<file path="config.mk">
export PLATFORM = sky130hd
export DESIGN_NAME = syn_fifo_flex
export DESIGN_NICKNAME = d
export VERILOG_FILES = /design/src/rtl/syn_fifo_pkg.sv /design/src/rtl/syn_fifo_mem.sv /design/src/rtl/syn_fifo_flex.sv
export SDC_FILE = /design/constraint.sdc
export NUM_CORES = 1
export LEC_CHECK = 0
export ABC_CLOCK_PERIOD_IN_PS = 4200
export CAP_MARGIN = 20
export CORE_ASPECT_RATIO = 2
export CORE_MARGIN = 5
export CORE_UTILIZATION = 30
export CTS_CLUSTER_DIAMETER = 120
export DETAILED_ROUTE_END_ITERATION = 10
export GPL_ROUTABILITY_DRIVEN = 1
export MAX_ROUTING_LAYER = met4
export PLACE_DENSITY_LB_ADDON = 0.15
export SETUP_SLACK_MARGIN = 0.1
export SLEW_MARGIN = 20
export SYNTH_ARGS = -nofsm -noshare
export SYNTH_HDL_FRONTEND = slang
export SYNTH_SLANG_ARGS = --single-unit
</file>
<file path="constraint.sdc">
create_clock -name clk -period 4.2 [get_ports clk]
set_input_delay 0.84 -clock clk [delete_from_list [all_inputs] [get_ports clk]]
set_output_delay 0.84 -clock clk [all_outputs]
set_load 0.05 [all_outputs]
</file>
<file path="src/rtl/syn_fifo_pkg.sv">
// Shared helpers for the syn_fifo_flex FIFO family: pointer sizing,
// read-mode encodings and parameter legality checks.
package syn_fifo_pkg;

   localparam int FIFO_MODE_REG  = 0;
   localparam int FIFO_MODE_FWFT = 1;

   function automatic int ptr_w(input int depth);
      return $clog2(depth) + 1;
   endfunction

   function automatic bit th_ok(input int depth,
                                input int afull,
                                input int aempty);
      bit pow2;
      pow2 = (depth >= 2) && ((depth & (depth - 1)) == 0);
      return pow2 &&
             (afull >= 1) && (afull <= depth) &&
             (aempty >= 0) && (aempty <= depth - 1);
   endfunction

endpackage

</file>
<file path="src/rtl/syn_fifo_mem.sv">
// Register-array storage for syn_fifo_flex: one synchronous write port,
// one asynchronous read port; contents are never reset.
module syn_fifo_mem #(
   parameter int P_DATA_W = 8,
   parameter int P_DEPTH  = 16,
   parameter int P_AW     = $clog2(P_DEPTH)
) (
   input  logic                clk,
   input  logic                i_we,
   input  logic [P_AW-1:0]     i_waddr,
   input  logic [P_DATA_W-1:0] i_wdata,
   input  logic [P_AW-1:0]     i_raddr,
   output logic [P_DATA_W-1:0] o_rdata
);

   logic [P_DATA_W-1:0] mem_q [P_DEPTH];

   always_ff @(posedge clk) begin
      if (i_we) begin
         mem_q[i_waddr] <= i_wdata;
      end
   end

   assign o_rdata = mem_q[i_raddr];

endmodule

</file>
<file path="src/rtl/syn_fifo_flex.sv">
// Single-clock FIFO with registered or FWFT read, count and almost flags.
// Define SYN_FIFO_FLEX_ERR_EN to add sticky o_ovf/o_udf error outputs.
module syn_fifo_flex
   import syn_fifo_pkg::*;
#(
   parameter int P_DATA_W    = 8,
   parameter int P_DEPTH     = 16,
   parameter int P_AFULL_TH  = 12,
   parameter int P_AEMPTY_TH = 2,
   parameter int P_FWFT      = 0
) (
   input  logic                         clk,
   input  logic                         rst_n,
   input  logic                         i_flush,
   input  logic [P_DATA_W-1:0]          i_data,
   input  logic                         i_wr_en,
   input  logic                         i_rd_en,
   output logic                         o_full,
   output logic                         o_empty,
   output logic                         o_afull,
   output logic                         o_aempty,
   output logic [$clog2(P_DEPTH):0]     o_count,
`ifdef SYN_FIFO_FLEX_ERR_EN
   output logic                         o_ovf,
   output logic                         o_udf,
`endif
   output logic [P_DATA_W-1:0]          o_data
);

   localparam int PW = ptr_w(P_DEPTH);
   localparam int AW = PW - 1;

   if (!th_ok(P_DEPTH, P_AFULL_TH, P_AEMPTY_TH)) begin : g_bad_param
      $error("syn_fifo_flex: illegal depth or threshold parameters");
   end

   logic [PW-1:0]       wr_ptr_q, wr_ptr_d;
   logic [PW-1:0]       rd_ptr_q, rd_ptr_d;
   logic [PW-1:0]       count;
   logic                wr_acc, rd_acc;
   logic [P_DATA_W-1:0] rdata;

   // Flags come from registered pointers only, so accepts see pre-edge state.
   assign count    = wr_ptr_q - rd_ptr_q;
   assign o_count  = count;
   assign o_full   = (count == PW'(P_DEPTH));
   assign o_empty  = (count == '0);
   assign o_afull  = (count >= PW'(P_AFULL_TH));
   assign o_aempty = (count <= PW'(P_AEMPTY_TH));

   assign wr_acc = i_wr_en && !o_full  && !i_flush;
   assign rd_acc = i_rd_en && !o_empty && !i_flush;

   always_comb begin
      wr_ptr_d = wr_ptr_q;
      rd_ptr_d = rd_ptr_q;
      if (i_flush) begin
         wr_ptr_d = '0;
         rd_ptr_d = '0;
      end else begin
         if (wr_acc) wr_ptr_d = wr_ptr_q + PW'(1);
         if (rd_acc) rd_ptr_d = rd_ptr_q + PW'(1);
      end
   end

   always_ff @(posedge clk or negedge rst_n) begin
      if (!rst_n) begin
         wr_ptr_q <= '0;
         rd_ptr_q <= '0;
      end else begin
         wr_ptr_q <= wr_ptr_d;
         rd_ptr_q <= rd_ptr_d;
      end
   end

   syn_fifo_mem #(
      .P_DATA_W (P_DATA_W),
      .P_DEPTH  (P_DEPTH),
      .P_AW     (AW)
   ) u_mem (
      .clk     (clk),
      .i_we    (wr_acc),
      .i_waddr (wr_ptr_q[AW-1:0]),
      .i_wdata (i_data),
      .i_raddr (rd_ptr_q[AW-1:0]),
      .o_rdata (rdata)
   );

   if (P_FWFT == FIFO_MODE_FWFT) begin : g_fwft
      assign o_data = rdata;
   end else begin : g_reg
      logic [P_DATA_W-1:0] data_q;
      // Holds across flush and refused reads; only a real pop reloads it.
      always_ff @(posedge clk or negedge rst_n) begin
         if (!rst_n) begin
            data_q <= '0;
         end else if (rd_acc) begin
            data_q <= rdata;
         end
      end
      assign o_data = data_q;
   end

`ifdef SYN_FIFO_FLEX_ERR_EN
   logic ovf_q, udf_q;

   always_ff @(posedge clk or negedge rst_n) begin
      if (!rst_n) begin
         ovf_q <= 1'b0;
         udf_q <= 1'b0;
      end else if (i_flush) begin
         ovf_q <= 1'b0;
         udf_q <= 1'b0;
      end else begin
         if (i_wr_en && o_full)  ovf_q <= 1'b1;
         if (i_rd_en && o_empty) udf_q <= 1'b1;
      end
   end

   assign o_ovf = ovf_q;
   assign o_udf = udf_q;
`endif

endmodule

</file>
=== Yosys cells after proc, flatten, opt, wreduce, memory -nomap -nowiden ===
Memory sizes are Yosys's and may differ from the RTL's. A register that Yosys moved wholly into a read port is not among the register bits.
Index checks and enable logic that the tools add are counted.

* Bits in registers: 10
* Memory bits (writable): 128
* Input bits: 13
* Output and inout port bits: 17
* Memories kept: 1

{| class="wikitable"
|+ Memory list
! name !! depth !! bits a word !! rd ports !! clocked after Yosys merged registers in !! write ports !! RTL line !! source
|-
| u_mem.mem_q || 16 || 8 || 1 || 1 || 1 || syn_fifo_mem.sv:16 || <nowiki>logic [P_DATA_W-1:0] mem_q [P_DEPTH];</nowiki>
|}

* $add $sub $neg: 3
* $lt $le $gt $ge: 2
* Equal/unequal tests: 1
* Mux-type cells: 6
* Reductions and logical operators: 11

{| class="wikitable"
|+ Operator list
! cell !! number
|-
| two-way mux 5 bit || 4
|-
| adder 5 x 1 -> 5 bit, second input constant || 2
|-
| equality test 5 bit, second input constant || 1
|-
| greater-or-equal comparator 5 x 4 -> 1 bit, second input constant || 1
|-
| less-or-equal comparator 5 x 2 -> 1 bit, second input constant || 1
|-
| zero test 5 bit || 1
|-
| subtractor 5 bit || 1
|-
| logical AND 1 bit || 4
|-
| zero test 1 bit || 4
|-
| nonzero test 2 bit || 2
|-
| two-way mux 1 bit || 2
|}

=== Logic depth before layout (Yosys ltp) ===
Gate-level depths: netlist of the first run.

* Depth in word-level cells: 7
* Depth in mapped cells: 9

=== Modules after synthesis ===
From an unflattened synthesis of the first run, not the netlist that was laid out.

* Cell total of the unflattened synthesis: 327
* Area total of the unflattened synthesis: 6103.4 um^2

{| class="wikitable"
|+ By module, submodules not included
! module !! times used !! cells an instance !! area each (um^2) !! seq. area each (um^2)
|-
| syn_fifo_mem || 1 || 221 || 4987.3 || 3843.7
|-
| syn_fifo_flex || 1 || 106 || 1116.1 || 450.4
|}

=== Worst setup path before layout of the first run ===
Ideal clock, no wire load.

* Path type: register to output
* Start: register wr_ptr_q[0]
* End: output o_aempty
* Arrival: 4.442 ns
* Required time: 3.360 ns
* Slack: -1.082 ns
* Stages on the path, launching flop included: 9
* Path buffers: 0
* Path through: dfrtp_1 inv_1 ha_1 fa_1 nand2b_1 a21oi_1 xor2_2 inv_4 a2111oi_0

* Cells in the longest elaborated chain, start to end: 2

{| class="wikitable"
|+ Ends and longest elaborated chain
! item !! RTL line !! source
|-
| start: declaration || syn_fifo_flex.sv:37 || <nowiki>logic [PW-1:0] wr_ptr_q, wr_ptr_d;</nowiki>
|-
| start signal: assignment || syn_fifo_flex.sv:71 || <nowiki>wr_ptr_q <= wr_ptr_d;</nowiki>
|-
| subtractor 5 bit || syn_fifo_flex.sv:44 || <nowiki>assign count = wr_ptr_q - rd_ptr_q;</nowiki>
|-
| via o_count[4] || syn_fifo_flex.sv:22 || <nowiki>output logic [$clog2(P_DEPTH):0] o_count,</nowiki>
|-
| less-or-equal comparator 5 x 2 -> 1 bit || syn_fifo_flex.sv:49 || <nowiki>assign o_aempty = (count <= PW'(P_AEMPTY_TH));</nowiki>
|-
| end: declaration || syn_fifo_flex.sv:21 || <nowiki>output logic o_aempty,</nowiki>
|}

The timed path passes the listed nets, and every way through them passes these cells.

=== Worst setup path in the final report of the first run ===
* Start: register wr_ptr_q[0]
* End: output o_afull

* Cells in the longest elaborated chain, start to end: 2

{| class="wikitable"
|+ Ends and longest elaborated chain
! item !! RTL line !! source
|-
| subtractor 5 bit || syn_fifo_flex.sv:44 ||
|-
| greater-or-equal comparator 5 x 4 -> 1 bit || syn_fifo_flex.sv:48 || <nowiki>assign o_afull = (count >= PW'(P_AFULL_TH));</nowiki>
|-
| end: declaration || syn_fifo_flex.sv:20 || <nowiki>output logic o_afull,</nowiki>
|}

No other way between the ends.

==> impl_metrics.yaml, run 1 <==
cells_and_area:
  final_common_cell: "edfxtp_1"
  most-common-layout-cells: "128 x edfxtp_1, 32 x mux4_2, 24 x nor2_1, 24 x clkdlybuf4s50_1, 23 x buf_4"
  n_antenna_cell: 0
  drive_gt1_share_pct: 27.0
  area_growth_pct: 22.5
  final_area_um2: 7410
  nets: 414
sta:
  whs_ns: 0.384
  maxSlewHeadroom_pct: 50.0
  min_period_ns: 3.89
  grt_setup_unrepaired: "no"
  period_share_pct: 92.5
  tightest_slew_ns: 0.750
  tns_ns: 0
  skew_ns: 0.00669
  fmax_ghz: 0.257
  setup_viol: 0
  drv_slew: 0
  hold_viol_final: 0
floorplan:
  start_util_pct: 30.4
  core_um2: 19900
  die_w_um: 110
  rows: 73
  dieArea_um2: 23300
  die_h_um: 211
  design.portCount: 30
routing:
  drc: 0
  drt_iter0_drc: 268
  dr_total_vias: 3193
  firstDrtPassIters: 4
  totalWireLength_um: 14200
  via_per_inst: 4.79
  wire_per_inst_um: 21.2
  postRouteAntennaNets: 0
clock_tree:
  postCtsHoldBufs: 0
  cts_inserted_buffers: 17
  insertion_delay_ns: 0.42
  cts_tree: "done"
  clockRootBuffer: "clkbuf_16"
  htreeDepth: 4
  clock_path_buffers: 2
  cts.clk_slew.worst_paths_ns: 0.06
  cts_sinks: 146
placement:
  hpwl_um: 10100
  place.gp.congestion: 0.788
  placed_area_um2: 6780
  port_buffers: 29
global_routing:
  grt-ovfl-total: 0
  grt.total_usage_pct: 13.2
  grt_start_max_net_pins: 37
  grt_pass1_vias: 3508
  antenna_found_initial: 0
  grt_pass1_wl_um: 21900
setup_path:
  cp_data_arrival_time_ns: 3.05
  required_ns: 3.36
  start_kind: "flip-flop"
  end_kind: "output pin"
  critPathKind: "reg2out"
  path_max_fanout: 5
power_and_ir_drop:
  p_per_area_nw_per_um2: 666
  p_leak_nw: 2.49
  irDropWorstVdd_mv: 0.769
logic_synthesis:
  syn_inst: 334
  synthDistinctLibCells: 36
  ys.flop_type: "edfxtp_1"
  ys_warn_count: 0
  synth-edff-count: 128
  synth.area.top_cells: "edfxtp_1 64%, mux4_2 12%, dfrtp_1 7.4%, mux2_2 2.8%, ha_1 1.9%"
  yosys.area.top_type: "edfxtp_1"
  syn-num-nets: 357
  synth_top_area_share_pct: 63.5
  synth-seq-cells: 146
  synthesis.area_um2: 6050
  seq_area_frac_synth_pct: 71.0
  synthArstFlopShare_pct: 12.3
  avgSynthCellArea_um2: 18.1
status:
  outcome: "finished, final reports clean"
job:
  maxCapViolCount: 0
hold_path:
  hold_path_class: "in2async"
==> path summary, 6_finish.rpt <==
kind	start	to	slack, ns	depth (start not counted)
worst max-delay path	wr_ptr_q[0]	o_afull	0.31	8
worst max register to register	wr_ptr_q[0]	u_mem.mem_q[14][3]	0.85	9
worst min-delay path	rst_n	wr_ptr_q[4]	0.38	1
max in group asynchronous	rst_n	rd_ptr_q[0]	3.45	1
worst min register to register	o_data[1]	o_data[1]	0.50	1
min in group clk	o_data[1]	o_data[1]	0.50	1
==> cells by family after synthesis <==
group                      after synthesis  synth area share [%]
muxes                                   50                  15.2
buffers and inverters                   21                  1.47
and+or+nand+nor                         70                  5.58
adders and majority gates               10                  2.19
AOI/OAI and AO/OA                       33                  3.85
xor gates and xnor gates                 4                 0.703
DFF                                    146                  71.0
==> where the power goes <==
| part | internal (mW) | total, mW | switching [mW] |
|---|---|---|---|
| Clock | 1.04 | 1.60 | 0.560 |
| Sequential | 1.66 | 1.70 | 0.0401 |
| Combinational | 0.618 | 1.64 | 1.02 |
| Total | 3.32 | 4.94 | 1.62 |
==> registers in the layout (all words and copies together) (netlist names) <==
name	cells
o_data	8
u_mem.mem_q	128
wr_ptr_q	5
rd_ptr_q	5
==> cells in the mapped netlist (all sizes together), types with 5 or more instances <==
cell,number
edfxtp,128
nor3,12
clkbuf,6
ha,9
nor2,24
o22ai,16
dfrtp,18
mux2,16
nand2b,5
buf,6
a21oi,7
inv,9
nand2,14
mux4,32
==> layout make-up <==
| class | count | area [µm²] |
|---|---|---|
| Fill cell | 1913 | 12500 |
| Sequential cell | 146 | 4300 |
| Multi-Input combinational cell | 167 | 1670 |
| Clock buffer | 23 | 478 |
| Timing Repair Buffer | 50 | 450 |
| Tap cell | 262 | 328 |
| Clock inverter | 9 | 153 |
| Inverter | 9 | 36.3 |
==> metal layers <==
layer	part of all wire, %	GRT usage (%)	vias to the layer above
met5	0	-	-
met4	2.8	6.21	0
met3	1.7	2.44	22
met2	59	25.1	57
met1	36	12.7	1663
li1	-	-	1451
==> critical path, cell delays in order, from the launching register on <==
cell and delay, ns:
dfrtp_1 0.41, inv_1 0.12, ha_1 0.21, fa_1 0.40, nand2b_1 0.16, a21oi_1 0.23, xor2_2 0.31, nand2_1 0.08
clkdlybuf4s50_1 0.71
==> repair_timing <==
action | CTS | global route
resized for setup | 0 | 1
buffers inserted | 0 | 1
endpoints found under the setup margin | 0 | 3
==> metrics by stage <==
step | total power, mW | utilization, % | setup WS, ns | cells
global route | 5.16 | 37.2 | 0.143 | 666
global placement | 3.38 | 34.0 | 0.673 | 633
finish | 4.94 | 37.2 | 0.313 | 666
detailed placement | 3.39 | 34.0 | 0.643 | 633
floorplan | 2.85 | - | 0.0897 | 334
CTS | 5.00 | 37.2 | 0.181 | 665
No activity file was read; power rests on OpenSTA's default activity.
==> inputs of run 2 (changes only) <==
Settings changed: ABC_AREA set to 1.
==> impl_metrics.yaml, run 2 <==
status:
  outcome: "finished, final reports clean"
power_and_ir_drop:
  netSwitchingFraction_pct: 38.2
  p_switching_mw: 2.07
  irDropWorstVdd_mv: 0.631
  combPwrFrac_pct: 38.3
  power_mw: 5.42
  p_int_mw: 3.35
  clock_power_share_pct: 30.4
  p_leak_nw: 3.53
  p_per_area_nw_per_um2: 665
  p_seq_share_pct: 31.3
routing:
  wire_per_inst_um: 17.4
  drc: 0
  totalWireLength_um: 18200
  via_per_inst: 4.53
  firstDrtPassIters: 4
  drt_iter0_drc: 335
  dr_total_vias: 4730
  postRouteAntennaNets: 0
setup_path:
  cp_data_arrival_time_ns: 2.96
  required_ns: 3.36
  start_kind: "flip-flop"
  end_kind: "output pin"
  critPathKind: "reg2out"
  path_max_fanout: 14
floorplan:
  die_w_um: 117
  rows: 78
  start_util_pct: 30.4
  dieArea_um2: 26300
  die_h_um: 224
  core_um2: 22600
  design.portCount: 30
sta:
  maxSlewHeadroom_pct: 40.2
  setup_viol: 0
  hold_viol_final: 0
  min_period_ns: 3.80
  tightest_slew_ns: 0.893
  setup_ws_ns: 0.399
  grt_setup_unrepaired: "no"
  period_share_pct: 90.5
  skew_ns: 0.00654
  fmax_ghz: 0.263
  tns_ns: 0
  drv_slew: 0
logic_synthesis:
  syn_inst: 724
  seq_area_frac_synth_pct: 62.3
  synth.area.top_cells: "edfxtp_1 56%, nand2_1 16%, dfrtp_1 6.5%, nand3_1 6.5%, inv_1 5.8%"
  synth_top_area_share_pct: 55.8
  synth_most_common_cell: "nand2_1"
  ys.flop_type: "edfxtp_1"
  ys_warn_count: 0
  avgSynthCellArea_um2: 9.52
  synth_common_cells: "285 x nand2_1, 128 x edfxtp_1, 106 x inv_1, 90 x nand3_1, 18 x dfrtp_1"
  yosys.area.top_type: "edfxtp_1"
  synth-edff-count: 128
  synthDistinctLibCells: 26
  synthArstFlopShare_pct: 12.3
  synthesis.area_um2: 6890
  synth-seq-cells: 146
  syn-num-nets: 747
cells_and_area:
  final_common_cell: "nand2_1"
  most-common-layout-cells: "285 x nand2_1, 128 x edfxtp_1, 106 x inv_1"
  nets: 773
  register_area_um2: 4300
  fin_cells: 1043
  largest_register: "u_mem.mem_q"
  num-fill-cells: 2302
  drive_gt1_share_pct: 9.31
  multi_input_area_um2: 2050
  n_antenna_cell: 0
  area_growth_pct: 18.2
  final_area_um2: 8140
  largest_register_ff_count: 128
placement:
  placed_area_um2: 7490
  hpwl_um: 12800
  dp_worst_setup_slack_ns: 0.584
  dpl.cell_count: 1011
  port_buffers: 29
  place.gp.congestion: 0.906
clock_tree:
  insertion_delay_ns: 0.43
  postCtsHoldBufs: 0
  clockRootBuffer: "clkbuf_16"
  clock_path_buffers: 2
  cts_setup_buffers: 0
  htreeDepth: 4
  cts_inserted_buffers: 17
  cts_sinks: 146
  cts_resized: 0
  cts.clk_slew.worst_paths_ns: 0.06
  cts_tree: "done"
global_routing:
  grt-ovfl-total: 0
  grt_pass1_wl_um: 28500
  grt.total_usage_pct: 15.3
  antenna_found_initial: 0
  grt_start_max_net_pins: 69
  grt_pass1_vias: 4993
hold_path:
  hold_path_class: "reg2reg"
job:
  maxCapViolCount: 0
==> run 2: cell types whose count changed after synthesis, sizes merged, moves of 6 or more <==
cell    before  now
buf          6   17
a21oi        7    1
nor3        12    0
clkbuf       6   12
inv          9  107
mux4        32    0
nand2       14  290
o22ai       16    0
nand4        3   10
nand3        1   94
mux2        16    0
==> run 2: layout make-up <==
class	instances	area share, %
inverter	109	5.10
sequential	146	52.8
tap	280	4.30
clock buffer	19	5.44
timing repair buffer	36	4.82
multi-input combinational	440	25.1
clock inverter	13	2.44
==> run 2: final timing paths <==
| path | depth (start not counted) | endpoint | start | slack (ns) |
|---|---|---|---|---|
| min | 2 | o_data[6] | o_data[6] | 0.48 |
| max reg2reg | 9 | u_mem.mem_q[13][0] | rd_ptr_q[2] | 1.04 |
| min in group asynchronous | 1 | rd_ptr_q[0] | rst_n | 0.92 |
| max in group asynchronous | 1 | rd_ptr_q[2] | rst_n | 2.68 |
| min reg2reg | 2 | o_data[6] | o_data[6] | 0.48 |
| max | 8 | o_count[4] | rd_ptr_q[2] | 0.40 |
==> run 2: worst max-delay path: stages, from the launching register on <==
cell and delay, ns:
dfrtp_2 0.54, clkinvlp_4 0.28, ha_1 0.43, nand2_1 0.09, nor2_1 0.04, nor2_1 0.14, nand2_2 0.08, nand2_4 0.11
clkdlybuf4s50_1 0.81
==> run 2: power by group through the flow <==
stage	registers, mW	logic [mW]	clock network, mW
final	1.70	2.08	1.65
after global routing	1.70	2.28	1.74
after CTS	1.70	2.11	1.68
after detailed placement	1.73	2.10	0
after global placement	1.72	2.09	0
after floorplan	1.84	1.26	0
==> run 2: cells by family (layout without fill, tap and decap cells) <==
kind of cell	count (synthesis)	in the layout	share of synthesized area [%]
adder cells (fa/ha/maj)	10	10	1.93
buffers and inverters	138	177	8.06
XOR/XNOR	8	8	1.02
AND/OR/NAND/NOR	421	421	26.5
AO/OA/AOI/OAI	1	1	0.127
flip-flops	146	146	62.3
==> run 2: through the flow <==
stage	hold slack, ns	utilization [%]
5_1_grt	0.515	36.0
6_report	0.482	36.0
2_1_floorplan	0.490	-
4_1_cts	0.488	35.9
3_5_place_dp	0.472	33.1
3_3_place_gp	0.469	33.1
==> run 2: layer usage <==
layer / up-vias / global-route usage (%) / wire length, µm
li1: 2356 / - / -
met1: 2233 / 14.9 / 6350
met2: 104 / 27.3 / 10200
met3: 37 / 2.75 / 657
met4: 0 / 9.00 / 922
met5: - / - / 0
==> inputs of run 3 (changes only) <==
Settings changed: ABC_AREA 1 to unset, CTS_CLUSTER_DIAMETER 120 to unset, SKIP_LAST_GASP set to 1.
==> results of run 3 <==
Same layout as run 1: the final DEF is identical, and so are final timing and power.
